$ cat config.mk
export PLATFORM = sky130hd
export DESIGN_NAME = abcd_vec_seq
export DESIGN_NICKNAME = d
export VERILOG_FILES = /design/src/rtl/abcd_vec_seq.sv
export SDC_FILE = /design/constraint.sdc
export NUM_CORES = 1
export LEC_CHECK = 0
export CAP_MARGIN = 15
export CORE_MARGIN = 2
export CORE_UTILIZATION = 41
export CTS_BUF_LIST = sky130_fd_sc_hd__clkbuf_4
export CTS_CLUSTER_SIZE = 20
export DETAILED_ROUTE_END_ITERATION = 12
export GPL_TIMING_DRIVEN = 0
export PLACE_DENSITY = 0.65
export SLEW_MARGIN = 10
export SYNTH_ARGS = -nofsm -noshare
export SYNTH_HDL_FRONTEND = slang
export SYNTH_SLANG_ARGS = --single-unit
$ cat constraint.sdc
create_clock -name clk -period 2.4 [get_ports clk]
set_input_delay 0.24 -clock clk [delete_from_list [all_inputs] [get_ports clk]]
set_output_delay 0.24 -clock clk [all_outputs]
set_load 0.05 [all_outputs]
$ cat src/rtl/abcd_vec_seq.sv
// Stimulus sequencer for the qc block: walks an ascending 4-bit code across A..D,
// holding each code for HOLD_CYCLES unpaused cycles, with start/abort/pause control.
module abcd_vec_seq #(
    parameter int HOLD_CYCLES = 10,
    parameter int LAST_CODE   = 4,
    parameter int CONTINUOUS  = 0
) (
    input  logic       clk,
    input  logic       rst_n,
    input  logic       start,
    input  logic       abort,
    input  logic       pause,
    output logic       A,
    output logic       B,
    output logic       C,
    output logic       D,
    output logic       vec_valid,
    output logic       vec_strobe,
    output logic [3:0] vec_idx,
    output logic       busy,
    output logic       done
);

    localparam logic [7:0] HOLD_LAST = 8'(HOLD_CYCLES - 1);
    localparam logic [3:0] CODE_LAST = 4'(LAST_CODE);

    typedef enum logic [1:0] {
        S_IDLE  = 2'd0,
        S_DRIVE = 2'd1,
        S_DONE  = 2'd2
    } state_t;

    state_t     state_q, state_d;
    logic [3:0] code_q, code_d;
    logic [7:0] hold_q, hold_d;
    logic       new_code;

    logic       valid_q, valid_d;
    logic       strobe_q, strobe_d;
    logic       busy_q, busy_d;
    logic       done_q, done_d;
    logic [3:0] out_q, out_d;

    // State register: sequencing state and every output are registered together.
    always_ff @(posedge clk or negedge rst_n) begin
        if (!rst_n) begin
            state_q  <= S_IDLE;
            code_q   <= 4'd0;
            hold_q   <= 8'd0;
            valid_q  <= 1'b0;
            strobe_q <= 1'b0;
            busy_q   <= 1'b0;
            done_q   <= 1'b0;
            out_q    <= 4'd0;
        end else begin
            state_q  <= state_d;
            code_q   <= code_d;
            hold_q   <= hold_d;
            valid_q  <= valid_d;
            strobe_q <= strobe_d;
            busy_q   <= busy_d;
            done_q   <= done_d;
            out_q    <= out_d;
        end
    end

    // Next-state: end-of-sequence is decided before incrementing, so code never overflows.
    always_comb begin
        state_d  = state_q;
        code_d   = code_q;
        hold_d   = hold_q;
        new_code = 1'b0;
        case (state_q)
            S_IDLE: begin
                if (start && !abort) begin
                    state_d  = S_DRIVE;
                    code_d   = 4'd0;
                    hold_d   = 8'd0;
                    new_code = 1'b1;
                end
            end
            S_DRIVE: begin
                if (abort) begin
                    state_d = S_IDLE;
                    code_d  = 4'd0;
                    hold_d  = 8'd0;
                end else if (!pause) begin
                    if (hold_q == HOLD_LAST) begin
                        hold_d = 8'd0;
                        if (code_q != CODE_LAST) begin
                            code_d   = code_q + 4'd1;
                            new_code = 1'b1;
                        end else if (CONTINUOUS != 0) begin
                            code_d   = 4'd0;
                            new_code = 1'b1;
                        end else begin
                            state_d = S_DONE;
                        end
                    end else begin
                        hold_d = hold_q + 8'd1;
                    end
                end
            end
            S_DONE: begin
                state_d = S_IDLE;
                code_d  = 4'd0;
                hold_d  = 8'd0;
            end
            default: begin
                state_d = S_IDLE;
                code_d  = 4'd0;
                hold_d  = 8'd0;
            end
        endcase
    end

    // Output decode from the upcoming state so the registered outputs line up with it.
    always_comb begin
        valid_d  = (state_d == S_DRIVE);
        busy_d   = (state_d == S_DRIVE);
        strobe_d = new_code;
        done_d   = (state_d == S_DONE);
        out_d    = (state_d == S_DRIVE) ? code_d : 4'd0;
    end

    assign A          = out_q[3];
    assign B          = out_q[2];
    assign C          = out_q[1];
    assign D          = out_q[0];
    assign vec_idx    = out_q;
    assign vec_valid  = valid_q;
    assign vec_strobe = strobe_q;
    assign busy       = busy_q;
    assign done       = done_q;

endmodule

* After elaboration in Yosys (flattened, before gate mapping) *
Cells that the tools add are included.

storage, ports and cells
  output and inout bits = 12
  word-level logic and storage cells = 44
  bits of input ports = 5
  flip-flop bits (word level) = 21

operators by class
  mux-type cells = 24
  add/subtract/negate cells = 2
  equality and inequality tests = 7
  reduce and logical (&&, ||, !) cells = 4

operator list
  operator                                                               number
  8-bit two-way mux                                                      4
  4-bit two-way mux                                                      6
  8-bit case mux with 2 select lines                                     1
  2-bit two-way mux                                                      5
  8-bit by 1-bit adder with 8-bit output, second input constant          1
  8-bit by 4-bit equality test with 1-bit output, second input constant  1
  4-bit case mux with 2 select lines                                     1
  1-bit two-way mux                                                      5
  4-bit by 1-bit adder with 4-bit output, second input constant          1
  2-bit by 1-bit equality test with 1-bit output, second input constant  2
  4-bit by 3-bit != test with 1-bit output, second input constant        1
  2-bit case mux with 2 select lines                                     1
  3-bit != test, second input constant                                   1
  2-bit equality test, second input constant                             1
  2-bit logical NOT                                                      1
  2-bit != test, second input constant                                   1
  1-bit case mux with 2 select lines                                     1
  2-bit AND reduction                                                    1
  1-bit logical AND                                                      1
  1-bit logical NOT                                                      1

* Depth between registers and ports, before layout *
  word-level depth = 8
  depth in mapped cells = 7
  mapped depth without buffers = 7

* Worst setup path after synthesis *
OpenSTA, ideal clock, no wires.

  path kind = reg2reg
  start point = register hold_q[2]
  end point = register out_q[1], in the netlist vec_idx[1]
  setup slack = 0.718 ns
  library setup time = 0.119 ns
  buffers on the path = 1
  cell stages (with the launch flop) = 7
  arrival = 1.563 ns
  period minus slack after synthesis = 1.682 ns
  required time = 2.281 ns
  cell sequence = dfrtp_1 buf_6 or3_4 o21a_1 o21bai_1 a22o_1 and2_1

on the way
  elaborated cells between the ends (all ways) = 11
  those cells by class = 2 x eq/ne; 9 x mux

RTL lines
  element                                         RTL line  RTL
  start: declaration                              35        logic [7:0] hold_q, hold_d;
  start signal: assignment                        58        hold_q <= hold_d;
  8-bit by 4-bit equality test with 1-bit output  88        if (hold_q == HOLD_LAST) begin
  4-bit two-way mux                               88
  4-bit two-way mux                               87        end else if (!pause) begin
  4-bit two-way mux                               83        if (abort) begin
  4-bit case mux with 2 select lines              73        case (state_q)
  named net code_d[1]                             34        logic [3:0] code_q, code_d;
  4-bit two-way mux                               123       out_d = (state_d == S_DRIVE) ? code_d : 4'd0;
  named net out_d[1]                              42        logic [3:0] out_q, out_d;
  end signal: assignment                          63        out_q <= out_d;
  end: declaration                                42

The timed path passes the listed nets, and every way through them passes these cells.
A chain may end at the register's enable or synchronous reset.

* Final worst setup path *
Ends and elaborated chain as after synthesis.

==> results by group <==
STA
  – RSZ-0062 raised after global routing: no
  – Tcrit/Tclk final: 0.760
  – Worst hold margin: 0.450 ns
  – Clk_skew: 0.00575 ns
  – Worst Tran Pin Value: 0.941 ns
  – Tmin final: 1.82 ns
  – Final Hold Viols: 0
  – Fmax: 548 MHz
  – Setup violations, final: 0
  – Final TNS setup: 0 ns
  – Max Slew Vio Count: 0
  – Slew headroom: 0.371

Worst setup path
  – Type of origin of the critical path: flop
  – Crit-path max cell delay: 0.39 ns
  – WP data arrival: 2.02 ns
  – CP Max Fanout: 7
  – Endpoint type of the worst setup path: flop
  – Critical-path top delay cell: dfrtp_1
  – Setup CP Type: reg -> reg
  – Required @ worst endpoint: 2.60 ns
  – Cell Chain, Critical Path: buf_6 > or3_4 > o21a_1 > o21bai_1 > a22o_1 > and2_1

Layout
  – Final Util: 0.508
  – Filler cell count: 258
  – Layout cells sized above 1: 0.141
  – Fin cells: 166
  – N_diodes: 0
  – Reg area: 526 um^2
  – # nets final: 145
  – Syn-to-layout area delta: 19.9%
  – Multi-input combinational cell area: 542 um^2

Logic synthesis
  – Mapped Area: 1140 um^2
  – Combinational family with the most area after synthesis: simple AND/OR/NAND/NOR gates
  – Synthesis warning total: 0
  – Sequential area share after synthesis: 0.462
  – Adder-Cell Fraction of Synth Area: 0.0440
  – Post-synth EDFFs: 0
  – Synth cell types: 39
  – Cell taking the most area after synthesis: dfrtp_1
  – Compound-Gate Fraction of Synth Area: 0.124
  – Syn_nets: 124
  – Count leader, synth: dfrtp_1
  – Post-synth ARST share: 1.00
  – Most used DFF post-synth: dfrtp_1
  – Synth top area cells: dfrtp_1 (46%), o21ai_0 (4.8%), nor2_1 (4.6%), ha_1 (4.4%), nand2_1 (4.0%)
  – Xor/xnor share of the synthesized area: 0.0462
  – Mapped Avg Cell Area: 9.90 um^2
  – Synthesis-stage register bit count: 21
  – Multiplexer share of the synthesized area: 0
  – Mapped Cells: 115
  – Synth cell count leaders: dfrtp_1 (21), nor2_1 (14), nand2_1 (12), o21ai_0 (11)
  – Top cell type's share of synthesized area: 0.462
  – Post-Synth Simple-Gate Area: 0.262

Clock network
  – CTS root buf: clkbuf_4
  – Clock Sink Count: 21
  – Clk slew on worst S/H paths: 0.12 ns
  – Post-CTS setup repair buffer count: 0
  – CTS Hold Bufs: 0
  – H-tree depth: 1
  – Clock Path Buffers: 2
  – CTS Buf Count: 3
  – Later-pin clock latency in the skew report: 0.30 ns
  – CTS resizes: 0
  – CTS tree: yes

Global routing
  – Largest net degree at the start of global routing: 22
  – Vias in the first global route: 914
  – First-pass GRT wire length: 4040 um
  – GRT overflow: 0
  – Initial antenna violation count: 0
  – Gr usage total: 0.160

Detailed routing
  – Wire length on met2: 1130 um
  – Residual DRC: 0
  – Post-DR wirelength/cell: 13.7 um
  – Detailed Route Iter0 Violations: 8
  – Detail Route Antenna Nets: 0
  – Top Layer Used: met4
  – Via density: 5.47
  – Vias post-DR: 908
  – Routed WL: 2270 um
  – DR WL met3: 95 um
  – DR pass1 iterations: 4
  – Met1 WL: 993 um

Status
  – Status: finished clean

Die
  – Initial Util: 0.424
  – Core Rows: 19
  – Core ar.: 2690 um^2
  – Die ar.: 3210 um^2
  – # IOs: 17
  – Die height: 56.7 um
  – Die width: 56.7 um

Place
  – Dpl cells: 162
  – Gp weighted congestion: 0.855
  – Number of port buffers: 16
  – DP HPWL: 1710 um

Pwr
  – Pwr/cell area: 525 nW/um^2
  – Leak Pwr: 0.598 nW
  – Worst VDD drop: 412 uV

Hold path
  – Min-delay worst type: in -> async

Run
  – Max Cap Violations: 0
==> cell families after synthesis <==
logic type	count (synthesis)
and+or+nand+nor	50
AOI/OAI and AO/OA	22
DFF	21
buffers and inverters	12
xor gates and xnor gates	6
adders and majority gates	4
==> cell usage in the layout, fill, tap and decap left out, types with 3 or more instances in the layout <==
| cell type | count |
|---|---|
| ha_1 | 4 |
| clkbuf_4 | 3 |
| nand3_1 | 3 |
| dfrtp_1 | 21 |
| xor2_1 | 5 |
| nor2_1 | 14 |
| nand2_1 | 12 |
| clkdlybuf4s50_1 | 16 |
| inv_1 | 5 |
| o21ai_0 | 11 |
| buf_4 | 5 |
==> worst paths after layout <==
kind | startpoint | to | slack (ns) | cells after the start
worst min register to register | hold_q[7]$_DFFE_PN0P_ | hold_q[7]$_DFFE_PN0P_ | 0.60 | 2
min in group clk | hold_q[7]$_DFFE_PN0P_ | hold_q[7]$_DFFE_PN0P_ | 0.60 | 2
worst max register to register | hold_q[2]$_DFFE_PN0P_ | vec_idx[1]$_DFF_PN0_ | 0.58 | 6
worst max-delay path | hold_q[2]$_DFFE_PN0P_ | vec_idx[1]$_DFF_PN0_ | 0.58 | 6
max in group asynchronous | rst_n | code_q[2]$_DFF_PN0_ | 1.38 | 1
worst min-delay path | rst_n | state_q[0]$_DFF_PN0_ | 0.45 | 1
==> power by group <==
| group | internal (W) | switching, W |
|---|---|---|
| clock | 0.0000621 | 0.000106 |
| sequential | 0.000371 | 0.0000219 |
| combinational | 0.0000567 | 0.0000991 |
| total | 0.000489 | 0.000227 |
==> flip-flops by register name, summed over array words and instances (netlist names) <==
name / cells
done: 1
state_q: 2
hold_q: 8
vec_strobe: 1
code_q: 4
vec_idx: 4
busy: 1
==> worst max-delay path: cells and delay by family, from the launching register on <==
kind,cells,cell delay (ns)
AOI/OAI and AO/OA,3,0.66
and+or+nand+nor,2,0.53
DFF,1,0.39
buffers and inverters,1,0.13
==> layout make-up <==
type                       count  area share
buffer                         7      0.0385
clock buffer                   3      0.0165
clock inverter                 1     0.00367
inverter                       5      0.0137
multi-input combinational     82       0.397
sequential                    21       0.385
tap                           31      0.0284
timing repair buffer          16       0.117
==> through the flow <==
stage | worst slack (ns) | cell area [um^2] | power (W)
floorplan | 0.718 | 1140 | 0.000497
global placement | 0.349 | 1340 | 0.000550
detailed placement | 0.337 | 1340 | 0.000556
CTS | 0.583 | 1370 | 0.000726
global route | 0.476 | 1370 | 0.000753
finish | 0.575 | 1370 | 0.000716
==> per-layer routing <==
layer | up-vias | GRT usage
met5 | - | 0
met4 | 0 | 0.0748
met3 | 6 | 0.0300
met2 | 21 | 0.269
met1 | 445 | 0.195
li1 | 436 | -
Power figures use the tool's default switching activity.
